==> config.mk <==
export PLATFORM = sky130hd
export DESIGN_NAME = temporal_encoder
export DESIGN_NICKNAME = d
export VERILOG_FILES = /design/src/rtl/temporal_encoder_pkg.sv /design/src/rtl/temporal_encoder_gamma_counter.sv /design/src/rtl/temporal_encoder.sv
export SDC_FILE = /design/constraint.sdc
export NUM_CORES = 1
export LEC_CHECK = 0
export CORE_MARGIN = 5
export CORE_UTILIZATION = 47
export CTS_BUF_LIST = sky130_fd_sc_hd__clkbuf_4 sky130_fd_sc_hd__clkbuf_8
export DETAILED_ROUTE_END_ITERATION = 12
export GPL_TIMING_DRIVEN = 0
export PLACE_DENSITY = 0.85
export SYNTH_ARGS = -nofsm -noshare
export SYNTH_HDL_FRONTEND = slang
export SYNTH_SLANG_ARGS = --single-unit
==> constraint.sdc <==
create_clock -name clk -period 1.7 [get_ports clk]
set_input_delay 0.34 -clock clk [delete_from_list [all_inputs] [get_ports clk]]
set_output_delay 0.34 -clock clk [all_outputs]
set_load 0.03 [all_outputs]
==> src/rtl/temporal_encoder_pkg.sv <==
// rtl/temporal_encoder_pkg.sv - shared types and defaults for the temporal encoder
//
// Purpose:
//   Holds the encoder FSM state enum, the default parameter values and the
//   spike-time type shared by temporal_encoder and its gamma counter.
//   NUM_IN_DEF matches the neuron's spikes_in width (num_spikes).
//   TBITS_DEF sets the gamma window to 2**TBITS_DEF cycles.

package temporal_encoder_pkg;

  localparam int NUM_IN_DEF = 4;
  localparam int TBITS_DEF  = 3;

  typedef enum logic [1:0] {
    ST_IDLE  = 2'd0,
    ST_RUN   = 2'd1,
    ST_CLEAR = 2'd2
  } state_t;

  typedef logic [TBITS_DEF-1:0] spike_time_t;

endpackage

==> src/rtl/temporal_encoder_gamma_counter.sv <==
// rtl/temporal_encoder_gamma_counter.sv - time-step counter for one gamma window
//
// Purpose:
//   Counts the time step inside a gamma window of 2**TBITS cycles. The count
//   is restarted by a window start or a flush. While the window runs it
//   advances once per cycle and returns to zero after the final step.
//
// Ports:
//   clk      in   rising-edge clock
//   rst_n    in   asynchronous active-low reset
//   i_start  in   a new window starts at this edge (count -> 0)
//   i_flush  in   abort the current window (count -> 0), wins over everything
//   i_run    in   window in progress, advance the count
//   o_t_now  out  current time step (registered)
//   o_last   out  high while running on the final step (t == 2**TBITS-1)

module temporal_encoder_gamma_counter
  import temporal_encoder_pkg::*;
#(
  parameter int TBITS = TBITS_DEF
) (
  input  logic             clk,
  input  logic             rst_n,
  input  logic             i_start,
  input  logic             i_flush,
  input  logic             i_run,
  output logic [TBITS-1:0] o_t_now,
  output logic             o_last
);

  localparam logic [TBITS-1:0] T_LAST = '1;

  logic [TBITS-1:0] r_t;
  logic             w_last;

  // The final-step exit keeps the count from ever wrapping inside a window.
  assign w_last  = i_run && (r_t == T_LAST);
  assign o_last  = w_last;
  assign o_t_now = r_t;

  always_ff @(posedge clk or negedge rst_n) begin
    if (!rst_n) begin
      r_t <= '0;
    end else if (i_flush || i_start) begin
      r_t <= '0;
    end else if (i_run) begin
      r_t <= w_last ? '0 : r_t + TBITS'(1);
    end
  end

endmodule

==> src/rtl/temporal_encoder.sv <==
// rtl/temporal_encoder.sv - step-coded spike train generator feeding the neuron
//
// Purpose:
//   Accepts one vector of per-line spike times per gamma window and plays it
//   out as a step code: a line rises in the cycle where t_now equals its
//   time and stays high until the window ends, so the downstream neuron sees
//   a monotonically growing spike vector. A one-cycle done pulse follows the
//   window. flush aborts a window without a done pulse.
//
// Ports:
//   clk           in   rising-edge clock
//   rst_n         in   asynchronous active-low reset
//   in_valid      in   input vector valid
//   in_ready      out  encoder can accept a vector (IDLE and no flush)
//   in_times      in   NUM_IN x TBITS spike time per line (0 = earliest)
//   in_mask       in   1 = line fires this window, 0 = line silent
//   flush         in   synchronous abort of the current window
//   spikes_out    out  step-coded spikes, to neuron spikes_in
//   gamma_active  out  spikes_out holds a valid window sample
//   t_now         out  current time step within the window
//   gamma_done    out  one-cycle pulse at window end

module temporal_encoder
  import temporal_encoder_pkg::*;
#(
  parameter int NUM_IN = NUM_IN_DEF,
  parameter int TBITS  = TBITS_DEF
) (
  input  logic                         clk,
  input  logic                         rst_n,
  input  logic                         in_valid,
  output logic                         in_ready,
  input  logic [NUM_IN-1:0][TBITS-1:0] in_times,
  input  logic [NUM_IN-1:0]            in_mask,
  input  logic                         flush,
  output logic [NUM_IN-1:0]            spikes_out,
  output logic                         gamma_active,
  output logic [TBITS-1:0]             t_now,
  output logic                         gamma_done
);

  state_t                      r_state;
  state_t                      w_next_state;
  logic [NUM_IN-1:0][TBITS-1:0] r_times;
  logic [NUM_IN-1:0]           r_mask;
  logic [NUM_IN-1:0]           r_spikes;
  logic                        r_active;
  logic                        r_done;

  logic                        w_accept;
  logic                        w_run;
  logic                        w_last;
  logic [TBITS-1:0]            w_t_now;
  logic [TBITS-1:0]            w_t_next;
  logic [NUM_IN-1:0]           w_first;
  logic [NUM_IN-1:0]           w_hit;

  // Flush blocks acceptance in the same cycle it aborts a window.
  assign in_ready = (r_state == ST_IDLE) && !flush;
  assign w_accept = in_valid && in_ready;
  assign w_run    = (r_state == ST_RUN);

  temporal_encoder_gamma_counter #(
    .TBITS (TBITS)
  ) u_gamma_counter (
    .clk     (clk),
    .rst_n   (rst_n),
    .i_start (w_accept),
    .i_flush (flush),
    .i_run   (w_run),
    .o_t_now (w_t_now),
    .o_last  (w_last)
  );

  // Lines are evaluated one step ahead so each one is visible in the very
  // cycle where t_now equals its time.
  assign w_t_next = w_t_now + TBITS'(1);

  always_comb begin
    w_first = '0;
    w_hit   = '0;
    for (int i = 0; i < NUM_IN; i++) begin
      w_first[i] = in_mask[i] && (in_times[i] == '0);
      w_hit[i]   = r_mask[i] && (r_times[i] == w_t_next);
    end
  end

  always_ff @(posedge clk or negedge rst_n) begin
    if (!rst_n) begin
      r_state <= ST_IDLE;
    end else begin
      r_state <= w_next_state;
    end
  end

  always_comb begin
    w_next_state = r_state;
    if (flush) begin
      w_next_state = ST_IDLE;
    end else begin
      case (r_state)
        ST_IDLE:  if (w_accept) w_next_state = ST_RUN;
        ST_RUN:   if (w_last)   w_next_state = ST_CLEAR;
        ST_CLEAR: w_next_state = ST_IDLE;
        default:  w_next_state = ST_IDLE;
      endcase
    end
  end

  always_ff @(posedge clk or negedge rst_n) begin
    if (!rst_n) begin
      r_times  <= '0;
      r_mask   <= '0;
      r_spikes <= '0;
      r_active <= 1'b0;
      r_done   <= 1'b0;
    end else if (flush) begin
      r_spikes <= '0;
      r_active <= 1'b0;
      r_done   <= 1'b0;
    end else begin
      case (r_state)
        ST_IDLE: begin
          r_done <= 1'b0;
          if (w_accept) begin
            r_times  <= in_times;
            r_mask   <= in_mask;
            r_spikes <= w_first;
            r_active <= 1'b1;
          end
        end
        ST_RUN: begin
          if (w_last) begin
            r_spikes <= '0;
            r_active <= 1'b0;
            r_done   <= 1'b1;
          end else begin
            // OR-accumulate: a line never falls while the window runs.
            r_spikes <= r_spikes | w_hit;
          end
        end
        ST_CLEAR: begin
          r_done <= 1'b0;
        end
        default: begin
          r_spikes <= '0;
          r_active <= 1'b0;
          r_done   <= 1'b0;
        end
      endcase
    end
  end

  assign spikes_out   = r_spikes;
  assign gamma_active = r_active;
  assign gamma_done   = r_done;
  assign t_now        = w_t_now;

endmodule

======== Word level (Yosys, flattened, before mapping) ========
Index checks and enable logic that the tools add are counted.
operators by class
  $add $sub $neg .......................... 1
  eq/ne operators ......................... 10
  mux-type cells .......................... 18
  bitwise logic cells ..................... 2
  reduce and logical (&&, ||, !) cells .... 23
operators with widths
  cell                                                                      number
  3-bit == test                                                             4
  3-bit logical NOT                                                         4
  4-bit two-way mux                                                         3
  4-bit one-hot mux with 3 select lines                                     1
  1-bit logical AND                                                         11
  3-bit two-way mux                                                         3
  1-bit two-way mux                                                         6
  2-bit two-way mux                                                         3
  3-bit AND reduction                                                       2
  4-bit OR                                                                  1
  2-bit one-hot mux with 2 select lines                                     1
  2-bit AND reduction                                                       2
  3-bit by 1-bit adder with 3-bit output (second input constant)            1
  3-bit == test (second input constant)                                     1
  3-bit by 2-bit inequality test with 1-bit output (second input constant)  1
  3-bit inequality test (second input constant)                             1
  1-bit one-hot mux with 3 select lines                                     1
  2-bit by 1-bit == test with 1-bit output (second input constant)          1
  2-bit == test (second input constant)                                     1
  2-bit logical NOT                                                         1
  2-bit inequality test (second input constant)                             1
  2-bit nonzero test                                                        1
  1-bit logical NOT                                                         1
  1-bit logical OR                                                          1
  1-bit NOT                                                                 1
word-level totals
  register bits ........................... 27
  output and inout port bits .............. 10

======== Logic depth before layout (Yosys ltp) ========
Gate-level depths: netlist of run 1.
  word-level depth ........................ 7
  gate-level depth with buffers ........... 7
  depth with buffers taken out ............ 6

======== Modules after synthesis ========
A second synthesis of run 1 with hierarchy kept.
second synthesis, totals
  cell total of the unflattened synthesis .. 109
  area, all modules ....................... 1490.2 um2
modules (own cells, without submodules)
  module                          instances  cells an instance  area an instance (um2)
  temporal_encoder                1          95                 1320.0
  temporal_encoder_gamma_counter  1          14                 170.2

======== Worst setup path before layout of run 1 ========
OpenSTA, ideal clock, no wires.
  path type ............................... register to register
  start point ............................. register u_gamma_counter.r_t[0], in the netlist u_gamma_counter.o_t_now[0]
  end point ............................... register r_spikes[0], in the netlist spikes_out[0]
  setup time .............................. 0.094 ns
  arrival ................................. 1.802 ns
  data required time ...................... 1.606 ns
  slack ................................... -0.196 ns
  cell stages (with the launch flop) ...... 8
  period minus slack after synthesis ...... 1.896 ns
  path through ............................ dfrtp_1 ha_1 ha_1 buf_2 xor2_1 nor3_1 nand4_1 a221oi_2
on the way
  word-level cells in the longest chain between the ends .. 7
RTL lines
  what                                       line                                  source
  start, declared                            temporal_encoder_gamma_counter.sv:33  logic [TBITS-1:0] r_t;
  start signal, assigned                     temporal_encoder_gamma_counter.sv:47  r_t <= w_last ? '0 : r_t + TBITS'(1);
  3-bit by 1-bit adder with 3-bit output     temporal_encoder.sv:77                assign w_t_next = w_t_now + TBITS'(1);
  3-bit == test                              temporal_encoder.sv:84                w_hit[i] = r_mask[i] && (r_times[i] == w_t_next);
  1-bit logical AND                          temporal_encoder.sv:84
  4-bit OR                                   temporal_encoder.sv:139               r_spikes <= r_spikes | w_hit;
  4-bit two-way mux (*)                      temporal_encoder.sv:133               if (w_last) begin
  4-bit one-hot mux with 3 select lines (*)  temporal_encoder.sv:122               case (r_state)
  4-bit two-way mux (*)                      temporal_encoder.sv:117               end else if (flush) begin
  end signal, assigned                       temporal_encoder.sv:128               r_spikes <= w_first;
  end signal, assigned                       temporal_encoder.sv:139
  end, declared                              temporal_encoder.sv:46                logic [NUM_IN-1:0] r_spikes;
Mark *: on every way between the ends. The rest lies on a longest branch, timed or not.
A chain may end at the register's enable or synchronous reset.

======== Worst setup path in the final report of run 1 ========
Same ends and word-level chain as after synthesis.

==> impl_metrics.py, run 1 <==
metrics = {
    "synthesis": {
        "ys_warn_count": 0,
        "ys_types": 29,
        "syn_nets": 134,
        "synthesis.area_um2": 1410,
        "synthCells": 112,
        "yosys.area.top_type": "dfrtp_1",
        "synthArstFlopShare_pct": 100,
        "synth_area_leaders": "dfrtp_1 (48%), mux2_4 (8.5%), mux2_2 (6.4%)",
        "yosysTopAreaCellShare_pct": 47.8,
        "synthMostInstantiatedCell": "dfrtp_1",
        "synth-seq-area-share_pct": 47.8,
        "avgSynthCellArea_um2": 12.6,
        "synth_edf_count": 0,
        "synthTopCellsByCount": "dfrtp_1 (27), nor3_1 (13), mux2_2 (8), mux2_4 (8), xnor2_1 (7)",
        "synthFlopType": "dfrtp_1",
        "synth-seq-cells": 27,
    },
    "timing": {
        "finalSetupViolCount": 3,
        "drv_slew": 0,
        "min_period_ns": 1.74,
        "holdWs_ns": -0.00521,
        "slew_headroom_pct": 59.7,
        "tightest_slew_ns": 0.604,
        "hold_viol": 13,
        "clock_skew_ns": 0.00692,
        "fin_crit_sh_pct": 102,
        "setup_slack_ns": -0.0408,
        "fmax_mhz": 574,
        "grt_setup_unrepaired": "yes",
    },
    "setup_path": {
        "worstSetupPathType": "register to register",
        "endpoint_kind": "register",
        "slowest_delay_ns": 0.47,
        "path_max_fanout": 3,
        "r2r-end": "spikes_out[0]",
        "critPathBufInv": 0,
        "critPathRequiredTime_ns": 1.95,
        "r2r_slack_ns": -0.04,
        "r2r_cells": 6,
        "cpMostUsedCell": "ha_4",
        "cpMaxStageDelayCell": "dfrtp_2",
        "r2r-start": "u_gamma_counter.o_t_now[0]",
        "arrival_ns": 1.99,
        "start_kind": "register",
        "path_delay_family": "flip-flops",
        "worstPathCellList": "ha_4 -> ha_4 -> xor2_1 -> nor3_1 -> nand4_1 -> a221oi_2",
    },
    "final_layout": {
        "syn_to_final_growth_pct": 26.2,
        "drive_above_1_share_pct": 27.1,
        "design_area_um2": 1780,
        "diodes": 0,
        "nets": 167,
        "post-route-util_pct": 63.0,
        "num-fill-cells": 240,
    },
    "cts": {
        "cts_buffers": 3,
        "cts_tree": "built",
        "ctsHoldBuffers": 0,
        "path_clk_slew_ns": 0.15,
        "worstSkewPairLatency_ns": 0.33,
        "cts.sinks": 27,
        "clockBufferDepth": 2,
        "htreeDepth": 1,
        "cts_root_buf": "clkbuf_4",
    },
    "drt": {
        "first_iter_violations": 18,
        "vias": 977,
        "drtPass1Iterations": 4,
        "drtAntennaViolNets": 0,
        "routed_wl_mm": 3.12,
        "drc": 0,
        "wire_per_inst_um": 17.8,
        "routed_via_density": 5.58,
    },
    "pwr": {
        "leakage_nw": 0.782,
        "p_total_mw": 1.45,
        "ir_drop_uv": 495,
        "p_per_area_nw_per_um2": 816,
    },
    "global_routing": {
        "grt_pass1_wl_mm": 5.24,
        "antenna_found_initial": 0,
        "grt_pass1_vias": 1077,
        "grt-ovfl-total": 0,
        "grtUsageTotal_pct": 16.2,
        "grt_max_degree": 28,
    },
    "die": {
        "coreArea_um2": 2830,
        "die_area_um2": 4200,
        "rows": 19,
        "dieHeight_um": 64.8,
        "die-width_um": 64.8,
        "start_util_pct": 49.9,
        "io_pins": 30,
    },
    "hold_path": {
        "hold_class": "input port to asynchronous set/reset pin",
    },
    "placed_design": {
        "port_buffers": 29,
        "place_area_um2": 1770,
        "pre_cts_slack_ns": -0.324,
        "hpwl_mm": 2.30,
        "gp_congestion": 0.762,
    },
    "outcome": {
        "violations": "negative hold slack, negative setup slack",
        "status": "finished, violations left",
    },
    "flow_run": {
        "maxCapViolCount": 0,
    },
}
-- stage by stage --
step | TNS (ns) | cells
after CTS | -0.0566 | 176
after global routing | -0.288 | 175
after detailed placement | -5.88 | 172
after floorplan | -0.0106 | 112
after global placement | -3.98 | 172
final | -0.0551 | 175
-- state kept, by name, summed over array words and instances (netlist names) --
name / flops
gamma_done: 1
spikes_out: 4
gamma_active: 1
u_gamma_counter.o_t_now: 3
r_mask: 4
r_times: 12
r_state: 2
-- cells by family (layout without fill, tap and decap cells) --
kind of cell,after synthesis,count (layout),synth area share [%]
AO/OA/AOI/OAI,15,15,9.57
AND/OR/NAND/NOR,30,30,12.8
XOR/XNOR,12,12,7.44
flip-flops,27,27,47.8
adder cells (fa/ha/maj),2,2,1.77
multiplexers,17,17,15.6
buffers and inverters,9,41,4.96
-- timing repair --
item | 4_1_cts | 5_1_grt
endpoints found under the setup margin | 11 | 2
cloned | 0 | 0
gates resized for setup | 13 | 3
pin swaps | 0 | 5
setup buffers | 0 | 1
-- layer usage --
metal | global-route usage [%] | routed length, um | vias up
met5 | 0 | 0 | -
met4 | 6.07 | 53 | 0
met3 | 3.97 | 164 | 7
met2 | 26.3 | 1470 | 30
met1 | 21.0 | 1430 | 473
li1 | - | - | 467
-- how the worst max path moves through the flow --
stage / start / to / slack (ns) / cells past startpoint
after detailed placement: flush / in_ready / -0.32 / 3
final: u_gamma_counter.o_t_now[0] / spikes_out[0] / -0.04 / 6
after global routing: u_gamma_counter.o_t_now[0] / spikes_out[0] / -0.12 / 6
after floorplan: u_gamma_counter.o_t_now[1] / spikes_out[0] / -0.01 / 7
after CTS: u_gamma_counter.o_t_now[1] / spikes_out[0] / -0.06 / 7
after global placement: flush / in_ready / -0.32 / 3
-- layout by cell type (no fill, tap or decap), types with 2 or more instances in the layout --
| cell | count |
|---|---|
| nor3_1 | 13 |
| a22oi_1 | 3 |
| buf_6 | 2 |
| nand2b_1 | 2 |
| clkdlybuf4s50_1 | 18 |
| dlygate4sd2_1 | 9 |
| xor2_1 | 5 |
| buf_2 | 4 |
| dfrtp_1 | 24 |
| dfrtp_2 | 3 |
| a21oi_1 | 4 |
| mux2_2 | 8 |
| ha_4 | 2 |
| a41o_1 | 3 |
| nor3b_1 | 2 |
| o21bai_1 | 2 |
| clkbuf_4 | 4 |
| nor4b_1 | 4 |
| nor2_1 | 4 |
| xnor2_1 | 7 |
| mux2_4 | 8 |
-- worst reg2reg max path, stage by stage (launching register included) --
cell and delay, ns:
dfrtp_2 0.47, ha_4 0.18, ha_4 0.25, xor2_1 0.16, nor3_1 0.19, nand4_1 0.14
a221oi_2 0.28
-- final cells by class --
class	count	area [um^2]	share of cell area [%]
Timing Repair Buffer	30	277	15.5
Tap cell	31	38.8	2.18
Clock buffer	4	30.0	1.68
Buffer	6	56.3	3.16
Inverter	1	3.75	0.211
Multi-Input combinational cell	76	698	39.2
Sequential cell	27	679	38.1
-- report_power, final --
group / internal [mW] / switching [mW] / leakage, nW / total, mW
Clock: 0.108 / 0.190 / 0.0184 / 0.298
Sequential: 0.726 / 0.0623 / 0.333 / 0.788
Combinational: 0.217 / 0.151 / 0.431 / 0.368
Note: power is estimated with default switching activity, not from simulation.
==> run 2, diff against run 1 <==
--- a/config.mk
+++ b/config.mk
@@ -10,7 +10,7 @@
 export CTS_BUF_LIST = sky130_fd_sc_hd__clkbuf_4 sky130_fd_sc_hd__clkbuf_8
 export DETAILED_ROUTE_END_ITERATION = 12
 export GPL_TIMING_DRIVEN = 0
-export PLACE_DENSITY = 0.85
+export PLACE_DENSITY = 0.75
 export SYNTH_ARGS = -nofsm -noshare
 export SYNTH_HDL_FRONTEND = slang
 export SYNTH_SLANG_ARGS = --single-unit
==> run 2 against run 1 <==
- worst hold slack better by 0.018 ns
- core utilization grew 1.5 points
- critical path depth unchanged
- maximum frequency increased by 0.11%
- the run ends with negative setup slack left
- cell count is 1.7% higher
- largest power group unchanged
- highest routed layer unchanged
- clock skew fell by 0.0045 ns
==> impl_metrics.py, run 2 (same netlist as run 1, synthesis figures left out) <==
metrics = {
    "die": {
        "io_pins": 30,
        "coreArea_um2": 2830,
        "rows": 19,
        "start_util_pct": 49.9,
        "die-width_um": 64.8,
        "die_area_um2": 4200,
        "dieHeight_um": 64.8,
    },
    "final_layout": {
        "multi_input_area_um2": 721,
        "nets": 170,
        "max_flop_register": "r_times",
        "post-route-util_pct": 64.5,
        "finalNonFillerCells": 178,
        "syn_to_final_growth_pct": 29.2,
        "num-fill-cells": 231,
        "final_cell_mix": "dfrtp_1 (24), clkdlybuf4s50_1 (18), nor3_1 (11), dlygate4sd2_1 (9)",
        "diodes": 0,
        "largest_reg_flops": 12,
        "register_area_um2": 679,
        "drive_above_1_share_pct": 31.3,
        "final_common_cell": "dfrtp_1",
    },
    "timing": {
        "holdWs_ns": 0.0128,
        "setup_slack_ns": -0.0390,
        "fmax_mhz": 575,
        "fin_crit_sh_pct": 102,
        "slew_headroom_pct": 59.4,
        "min_period_ns": 1.74,
        "finalSetupViolCount": 1,
        "grt_setup_unrepaired": "yes",
        "hold_viol": 0,
        "clock_skew_ns": 0.00240,
        "drv_slew": 0,
        "tightest_slew_ns": 0.608,
    },
    "flow_run": {
        "maxCapViolCount": 0,
    },
    "placed_design": {
        "dp_cells": 172,
        "port_buffers": 29,
        "pre_cts_slack_ns": -0.306,
        "hpwl_mm": 2.29,
        "gp_congestion": 0.775,
    },
    "setup_path": {
        "cpMaxStageDelayCell": "dfrtp_2",
        "endpoint_kind": "register",
        "path_delay_family": "flip-flops",
        "cpMostUsedCell": "ha_4",
        "path_max_fanout": 4,
        "slowest_delay_ns": 0.47,
        "worstSetupPathType": "register to register",
        "worstPathCellList": "ha_4 -> ha_4 -> xor2_2 -> nor3_2 -> nand4_1 -> a221oi_2",
        "critPathRequiredTime_ns": 1.93,
        "start_kind": "register",
        "critPathBufInv": 0,
        "arrival_ns": 1.97,
    },
    "drt": {
        "vias": 982,
        "drtPass1Iterations": 4,
        "first_iter_violations": 21,
        "drtAntennaViolNets": 0,
        "drc": 0,
        "routed_via_density": 5.52,
        "routed_wl_mm": 3.20,
        "wire_per_inst_um": 18.0,
    },
    "pwr": {
        "p_per_area_nw_per_um2": 797,
        "leakage_nw": 0.801,
        "ir_drop_uv": 554,
    },
    "hold_path": {
        "hold_class": "input port to asynchronous set/reset pin",
    },
    "cts": {
        "cts_buffers": 3,
        "cts_tree": "built",
        "path_clk_slew_ns": 0.13,
        "worstSkewPairLatency_ns": 0.31,
        "cts_root_buf": "clkbuf_4",
        "cts.sinks": 27,
        "htreeDepth": 1,
        "clockBufferDepth": 2,
    },
    "global_routing": {
        "antenna_found_initial": 0,
        "grt_pass1_vias": 1125,
        "grt_pass1_wl_mm": 5.50,
        "grtUsageTotal_pct": 17.0,
        "grt-ovfl-total": 0,
        "grt_max_degree": 28,
    },
    "outcome": {
        "violations": "negative setup slack",
        "status": "finished, violations left",
    },
}
run 2: routing by layer:
layer	up-vias	track usage, %	part of all wire [%]
li1	476	-	-
met1	475	21.0	45
met2	27	29.1	49
met3	4	5.01	4.6
met4	0	4.22	1.1
met5	-	0	0
run 2: final cells by class:
cell class / count / area share [%]
Timing Repair Buffer: 32 / 16.0
Inverter: 1 / 0.206
Clock buffer: 4 / 1.64
Multi-Input combinational cell: 76 / 39.5
Buffer: 7 / 3.36
Sequential cell: 27 / 37.2
Tap cell: 31 / 2.12
run 2: repair_timing:
action	in CTS	in global routing
pin swaps	0	6
gates resized for setup	14	6
buffers inserted	1	2
endpoints found under the setup margin	11	2
hold buffers	0	0
run 2: per-stage QoR:
| step | total power, mW | instance area (um^2) | setup TNS (ns) |
|---|---|---|---|
| 6_report | 1.45 | 1830 | -0.0390 |
| 5_1_grt | 1.54 | 1830 | -0.237 |
| 4_1_cts | 1.48 | 1810 | -0.0302 |
| 3_5_place_dp | 1.18 | 1770 | -6.37 |
| 3_3_place_gp | 1.16 | 1770 | -4.66 |
| 2_1_floorplan | 1.04 | 1440 | -0.0106 |
run 2: power by group:
part	switching [mW]	internal (mW)	total, mW
registers	0.0649	0.725	0.790
logic	0.162	0.221	0.383
clock network	0.174	0.108	0.281
total	0.401	1.05	1.45
run 2: worst paths after layout:
path	start	endpoint	slack (ns)	depth (start not counted)
worst max-delay path	u_gamma_counter.o_t_now[0]	spikes_out[0]	-0.04	6
worst min-delay path	rst_n	r_times[2]	0.01	1
worst max register to register	u_gamma_counter.o_t_now[0]	spikes_out[0]	-0.04	6
worst min register to register	r_mask[1]	r_mask[1]	0.53	1
max in group asynchronous	rst_n	u_gamma_counter.o_t_now[0]	1.25	1
min in group clk	r_mask[1]	r_mask[1]	0.53	1
